$ cat src/rtl/cp0_int_ctrl.sv
// CP0 interrupt/exception responder: SR, Cause, EPC, PrID, mfc0/mtc0/eret handling.
// Optional Count/Compare timer on hw_int[5] when CP0_COUNT_EN is defined.
module cp0_int_ctrl #(
    parameter logic [31:0] PRID_VALUE   = 32'h2020_0007,
    parameter logic [31:0] HANDLER_ADDR = 32'h0000_4180
) (
    input  logic        clk,
    input  logic        reset,
    input  logic [5:0]  hw_int,
    input  logic [4:0]  exc_code,
    input  logic [31:0] m_pc,
    input  logic        m_bd,
    input  logic        m_valid,
    input  logic [4:0]  cp0_addr,
    input  logic        cp0_we,
    input  logic [31:0] cp0_din,
    input  logic        eret,
    output logic [31:0] cp0_dout,
    output logic        int_req,
    output logic [31:0] epc_out,
    output logic [31:0] handler_pc
);

    localparam logic [4:0] ADDR_COUNT   = 5'd9;
    localparam logic [4:0] ADDR_COMPARE = 5'd11;
    localparam logic [4:0] ADDR_SR      = 5'd12;
    localparam logic [4:0] ADDR_CAUSE   = 5'd13;
    localparam logic [4:0] ADDR_EPC     = 5'd14;
    localparam logic [4:0] ADDR_PRID    = 5'd15;

    logic [5:0]  sr_im;
    logic        sr_exl;
    logic        sr_ie;
    logic        cause_bd;
    logic [5:0]  cause_ip;
    logic [4:0]  cause_exc;
    logic [31:0] epc;

    logic [5:0]  hw_eff;
    logic        irq;
    logic        exc;
    logic [31:0] epc_next;
    logic        mtc0_ok;

`ifdef CP0_COUNT_EN
    logic [31:0] count;
    logic [31:0] compare;
    logic        timer_q;
    logic        timer_hit;

    assign timer_hit = (count == compare) && (compare != 32'd0);

    // Timer request stays latched until software rewrites Compare.
    always_ff @(posedge clk) begin
        if (reset) begin
            count   <= 32'd0;
            compare <= 32'd0;
            timer_q <= 1'b0;
        end else begin
            if (mtc0_ok && cp0_addr == ADDR_COUNT)
                count <= cp0_din;
            else
                count <= count + 32'd1;
            if (mtc0_ok && cp0_addr == ADDR_COMPARE) begin
                compare <= cp0_din;
                timer_q <= 1'b0;
            end else begin
                timer_q <= timer_q | timer_hit;
            end
        end
    end

    assign hw_eff = {hw_int[5] | timer_hit | timer_q, hw_int[4:0]};
`else
    assign hw_eff = hw_int;
`endif

    assign irq      = sr_ie && !sr_exl && ((hw_eff & sr_im) != 6'd0);
    assign exc      = (exc_code != 5'd0) && !sr_exl && m_valid;
    assign int_req  = irq | exc;
    assign mtc0_ok  = cp0_we && !int_req;
    assign epc_next = m_bd ? (m_pc - 32'd4) : m_pc;

    always_ff @(posedge clk) begin
        if (reset) begin
            sr_im     <= 6'd0;
            sr_exl    <= 1'b0;
            sr_ie     <= 1'b0;
            cause_bd  <= 1'b0;
            cause_ip  <= 6'd0;
            cause_exc <= 5'd0;
            epc       <= 32'd0;
        end else begin
            cause_ip <= hw_eff;
            if (int_req) begin
                sr_exl    <= 1'b1;
                cause_exc <= irq ? 5'd0 : exc_code;
                cause_bd  <= m_bd;
                epc       <= epc_next & 32'hFFFF_FFFC;
            end else begin
                if (mtc0_ok && cp0_addr == ADDR_SR) begin
                    sr_im  <= cp0_din[15:10];
                    sr_exl <= cp0_din[1];
                    sr_ie  <= cp0_din[0];
                end
                if (mtc0_ok && cp0_addr == ADDR_EPC)
                    epc <= cp0_din & 32'hFFFF_FFFC;
                // eret's EXL clear overrides a coincident SR write.
                if (eret)
                    sr_exl <= 1'b0;
            end
        end
    end

    always_comb begin
        cp0_dout = 32'd0;
        case (cp0_addr)
            ADDR_SR:    cp0_dout = {16'd0, sr_im, 8'd0, sr_exl, sr_ie};
            ADDR_CAUSE: cp0_dout = {cause_bd, 15'd0, cause_ip, 3'd0, cause_exc, 2'd0};
            ADDR_EPC:   cp0_dout = epc;
            ADDR_PRID:  cp0_dout = PRID_VALUE;
`ifdef CP0_COUNT_EN
            ADDR_COUNT:   cp0_dout = count;
            ADDR_COMPARE: cp0_dout = compare;
`endif
            default:    cp0_dout = 32'd0;
        endcase
    end

    assign epc_out    = epc;
    assign handler_pc = HANDLER_ADDR;

endmodule

$ cat config.mk
export PLATFORM = sky130hd
export DESIGN_NAME = cp0_int_ctrl
export DESIGN_NICKNAME = d
export VERILOG_FILES = /design/src/rtl/cp0_int_ctrl.sv
export SDC_FILE = /design/constraint.sdc
export NUM_CORES = 1
export LEC_CHECK = 0
export CAP_MARGIN = 30
export CELL_PAD_IN_SITES_DETAIL_PLACEMENT = 0
export CELL_PAD_IN_SITES_GLOBAL_PLACEMENT = 2
export CORE_MARGIN = 2
export CORE_UTILIZATION = 23
export DETAILED_ROUTE_END_ITERATION = 12
export PLACE_DENSITY = 0.95
export SLEW_MARGIN = 20
export SYNTH_ARGS = -nofsm -noshare
export SYNTH_HDL_FRONTEND = slang
export SYNTH_SLANG_ARGS = --single-unit
$ cat constraint.sdc
create_clock -name clk -period 3.9 [get_ports clk]
set_input_delay 0.78 -clock clk [delete_from_list [all_inputs] [get_ports clk]]
set_output_delay 0.78 -clock clk [all_outputs]
set_load 0.03 [all_outputs]
==> summary.txt <==
Routing
  – Count of nets left with antenna violations after detail routing: 0
  – Total wire length after detailed routing: 11800 um
  – Total number of vias: 3371
  – First-pass detailed-route iteration total: 4
  – Routed wire length per instance: 16.0 um
  – Iteration-0 DRC Markers: 214
  – Final routed DRC violation total: 0
  – Routed vias/inst: 4.58

STA
  – Final critical path time including I/O delays and setup: 3.56 ns
  – Setup repair after global routing missed its margin: no
  – Fmax: 281 MHz
  – Tightest slew margin relative to the limit: 52.6%
  – Tightest Pin Transition: 0.705 ns
  – Final hold viol count: 0
  – Summed negative setup slack over all endpoints: 0 ns
  – Post-Route Skew: 0.00659 ns
  – Fraction of the cycle the final worst path needs: 91.4%
  – Number of max-slew violations in the final report: 0
  – Final count of negative-setup-slack endpoints: 0

Synthesis
  – Number of enable flip-flop cells after synthesis: 0
  – Primary FF master, synth: sky130_fd_sc_hd__dfxtp_1
  – Ys async rst share: 0%
  – Number of distinct standard cells referenced by the synthesized netlist: 49
  – Number of storage elements in the synthesis netlist: 50
  – Cell area after synthesis: 0.00346 mm^2
  – Sequential fraction of the synthesis area: 29.0%
  – Mean instance size in the synthesized netlist: 8.29 um^2
  – Post-synthesis cell count: 417
  – Warnings, synthesis: 0

Min path
  – Number of stages on the worst hold path: 2
  – Hold Path Class: flop to flop

Critical path
  – Critical path class: primary input to output pin
  – CP startpoint kind: primary input
  – Largest driver fanout on the critical path: 5
  – Required time at the worst-slack endpoint: 3.12 ns
  – Critical path capture point type: output pin
  – Cell count of the worst reg-to-reg path: 7
  – Arrival time at the worst endpoint: 2.78 ns

Layout
  – Share of cells above drive strength 1: 12.2%
  – Post-synthesis to final-layout area growth: 47.1%
  – Total Nets Final: 637
  – Final Cell Area: 0.00508 mm^2
  – Fill cell instance count of the final layout: 1482

Global route
  – Total congestion overflow: 0
  – Initial antenna violation count: 1
  – GRT Total Usage: 14.1%
  – Global-route wire length before repair: 18100 um
  – Pin count of the biggest net entering global routing: 55
  – Vias in the first global route: 3344

Floorplanning
  – Area of the core: 0.0146 mm^2
  – Number of placement rows: 44
  – I/O Pins: 183
  – Die width: 127 um
  – Initial core utilization: 23.7%
  – Overall die area: 0.0160 mm^2
  – Vertical die dimension: 127 um

Clock tree
  – Clock latency on the worst-skew pair: 0.29 ns
  – Setup Fix Bufs, Post-CTS: 0
  – CTS sink cnt: 50
  – Number of H-tree branching levels: 2
  – Total of hold buffers inserted after clock tree synthesis: 0
  – TritonCTS clock tree: built
  – Clock transition at the registers of the reported paths: 0.08 ns
  – Number of cells upsized or downsized after cts: 0
  – Number of CTS-inserted buffers: 5
  – Clock Tree Buf Depth: 2
  – Cell at the root of the clock tree: sky130_fd_sc_hd__clkbuf_16

Placement
  – Detailed placer's ending HPWL: 9390 um
  – Count of input and output buffers: 146
  – Area post-placement: 0.00491 mm^2
  – Global placer's final weighted congestion: 0.807

Power
  – Leakage power of the design: 1.88 nW
  – Worst-case vdd ir drop: 160 uV
  – Pwr/cell area: 293 mW/mm^2
  – Total Power: 1.49 mW

Flow run
  – Max-capacitance violation count: 0

Status
  – Result of the run: finished, final reports clean
[cells in the final DEF, fill, tap and decap left out, types with 3 or more instances in the layout]
master,n
sky130_fd_sc_hd__nand3_1,5
sky130_fd_sc_hd__buf_12,5
sky130_fd_sc_hd__clkdlybuf4s50_1,118
sky130_fd_sc_hd__nor4_1,10
sky130_fd_sc_hd__a21oi_1,13
sky130_fd_sc_hd__xnor2_1,22
sky130_fd_sc_hd__buf_4,32
sky130_fd_sc_hd__nand2_1,13
sky130_fd_sc_hd__a22o_1,3
sky130_fd_sc_hd__nor2_1,44
sky130_fd_sc_hd__nor3b_1,3
sky130_fd_sc_hd__inv_1,4
sky130_fd_sc_hd__mux2i_1,20
sky130_fd_sc_hd__a211oi_2,3
sky130_fd_sc_hd__a31oi_1,3
sky130_fd_sc_hd__nor4_2,3
sky130_fd_sc_hd__xor2_1,6
sky130_fd_sc_hd__nand4_1,3
sky130_fd_sc_hd__nor2b_1,33
sky130_fd_sc_hd__conb_1,34
sky130_fd_sc_hd__a22oi_1,5
sky130_fd_sc_hd__or3_1,6
sky130_fd_sc_hd__clkbuf_16,5
sky130_fd_sc_hd__nor3_1,10
sky130_fd_sc_hd__a211oi_1,50
sky130_fd_sc_hd__nor3_2,3
sky130_fd_sc_hd__dfxtp_1,50
sky130_fd_sc_hd__and3_1,16
[path summary, 6_finish.rpt]
check | startpoint | to | slack [ns]
setup reg to reg | sr_im[3] | epc_out[28] | 1.78
hold reg to reg | cause_exc[0] | cause_exc[0] | 0.45
setup / recovery | exc_code[0] | int_req | 0.34
hold / removal | cause_exc[0] | cause_exc[0] | 0.45
[Yosys cell counts (all sizes together) (14+ instances only)]
library cell | instances | area (um^2)
clkbuf | 15 | 56.3
nor3 | 14 | 96.4
buf | 45 | 329
nand2 | 15 | 61.3
mux2i | 20 | 200
nor2b | 33 | 206
dfxtp | 50 | 1000
a211oi | 53 | 413
xnor2 | 22 | 193
nor2 | 45 | 176
and3 | 17 | 106
[stage by stage]
stage,setup slack [ns],hold slack (ns),util (%),instances
6_report,0.336,0.451,34.9,736
5_1_grt,0.265,0.469,34.8,735
4_1_cts,0.326,0.452,34.7,734
3_5_place_dp,0.329,0.443,33.6,726
3_3_place_gp,0.312,0.441,33.6,726
2_1_floorplan,1.16,0.429,-,449
[worst max-delay path: stages]
cell                              delay [ns]
sky130_fd_sc_hd__clkdlybuf4s50_1        0.42
sky130_fd_sc_hd__or3_1                  0.37
sky130_fd_sc_hd__o311a_1                0.41
sky130_fd_sc_hd__nor2_4                 0.17
sky130_fd_sc_hd__inv_6                  0.04
sky130_fd_sc_hd__clkdlybuf4s50_1        0.59
[state kept, by name (all words and copies together) (netlist names)]
signal / cells
sr_ie: 1
cause_ip: 6
cause_bd: 1
sr_im: 6
sr_exl: 1
cause_exc: 5
epc_out: 30
[where the power goes]
group / total, mW / switching [mW] / internal (mW)
clock network: 0.466 / 0.219 / 0.247
logic: 0.451 / 0.252 / 0.199
registers: 0.574 / 0.0272 / 0.547
total: 1.49 / 0.499 / 0.992
[cell type report]
type,count,area [um^2],area share (%)
Antenna cell,1,2.50,0.0492
Clock buffer,5,125,2.46
Clock inverter,3,28.8,0.566
Inverter,5,23.8,0.468
Multi-Input combinational cell,332,2150,42.2
Sequential cell,50,1000,19.7
Tap cell,184,230,4.53
Timing Repair Buffer,156,1530,30.0
[metal layers]
metal	track usage (%)	part of all wire, %
met1	19.3	48
met2	22.9	45
met3	2.49	5.9
met4	3.56	1.3
met5	0	0
[cells by family (layout without fill, tap and decap cells)]
logic type | after synthesis | after routing | synth area share (%)
buffers and inverters | 67 | 169 | 12.4
XOR/XNOR | 28 | 28 | 7.10
flip-flops | 50 | 50 | 29.0
AO/OA/AOI/OAI | 84 | 84 | 17.8
other | 2 | 35 | 0.217
multiplexers | 20 | 20 | 5.79
adder cells (fa/ha/maj) | 1 | 1 | 0.362
AND/OR/NAND/NOR | 165 | 165 | 27.4
(Power assumes the default switching activity.)
==> patch: new RTL, same settings <==
Build with the macro `CP0_COUNT_EN` defined.
--- a/src/rtl/cp0_int_ctrl.sv
+++ b/src/rtl/cp0_int_ctrl.sv
@@ -1,4 +1,6 @@
 // CP0 interrupt/exception responder: SR, Cause, EPC, PrID, mfc0/mtc0/eret handling.
 // Optional Count/Compare timer on hw_int[5] when CP0_COUNT_EN is defined.
+`define CP0_COUNT_EN
+
 module cp0_int_ctrl #(
     parameter logic [31:0] PRID_VALUE   = 32'h2020_0007,
Formal check against the unedited RTL: not equivalent (Yosys sat finds a counterexample within 4 cycles, from zero or initial values and one cycle with reset high).
==> patch against the unedited design <==
  * Total power is 140% higher
  * Sequential cell count is 65 higher
  * Clock skew is 0.00093 ns lower
  * Setup slack worse by 0.18 ns
  * Largest power group is now the clock network
  * Critical path depth is 4 higher
  * Area after synthesis is 110% higher
  * Largest cell class unchanged
  * Cell area is 100% higher
  * Routed wire length is 120% higher
==> patch: results (changes against the unedited design) <==
Routed Wire Length=25770 µm (+120%); Starting DRT DRC Count=636 (+200%); clock skew=0.005664 ns (-0.0009302 ns); end of the worst hold path=cause_exc[2]; first-pass GRT wire length=39120 µm (+120%); GR Util met1=0.1949 (+0.001486); met3 routed WL=1430 µm (+110%); hold_sp=cause_exc[2]; sequential area share after synthesis=0.3118 (+0.02211); Cell variety after synth=55 (+12%); Worst Path Max Fanout=13 (+8); commonest cells in the netlist=115 x dfxtp_1, 101 x mux2i_1, 99 x nand2b_1; pin count of the biggest net entering global routing=128 (+130%); post-synthesis mux area share=0.1415 (+0.08355); worst r2r src=count[7]; hold_ws=0.4771 ns (+0.02585 ns); Max IR drop VDD=0.0001751 V (+9.4%); # diodes=0 (-1); Synth Area in Compound Gates=0.1305 (-0.04731); Via Count=6677 (+98%); Placed Instance Area=9646 µm² (+97%); Leak=4.011 nW (+110%); M3 GR Usage=0.03435 (+0.009469); number of CTS-inserted buffers=17 (+12); outcome=completed; Total GRT Usage=0.1531 (+0.01217); worst reg-to-reg setup slack=0.96 ns (-0.82 ns); vias in the first global route=6591 (+97%); initial antenna violation count=0 (-1); Layout Nets=1082 (+70%); Clk Latency, worst-skew pair=0.42 ns (+0.13 ns); share of layout cells above drive strength 1=0.1332 (+0.01160); routed wl met2=12110 µm (+130%); pre-CTS setup slack=0.2010 ns (-0.1282 ns); met1 WL=11360 µm (+100%); post-DR vias/cell=4.742 (+3.5%)
[patch: cell types whose count changed after synthesis, moves of 10 or more]
cell	unedited run	this run
nand2b_1	0	99
mux2i_1	20	101
dfxtp_1	50	115
xor2_1	6	61
nand2_1	13	45
a22oi_1	5	35
o21ai_0	2	32
clkbuf_1	15	42
a211oi_1	50	24
nor2b_1	33	8
and3_1	17	6
buf_2	5	15
[patch: report_power, final]
group | switching (W) | internal, W | leakage (nW)
Combinational | 0.000380 | 0.000294 | 2.79
Sequential | 0.0000744 | 0.00124 | 0.936
Clock | 0.000549 | 0.00101 | 0.289
[patch: layout make-up]
class,count,area [µm²]
fillers,3296,21300
multi-input cells,666,4662
flip-flops and latches,115,2302
repair buffers,187,2180
well taps,402,503.0
clock buffers,20,446.7
clock inverters,11,136.4
inverters,7,26.28
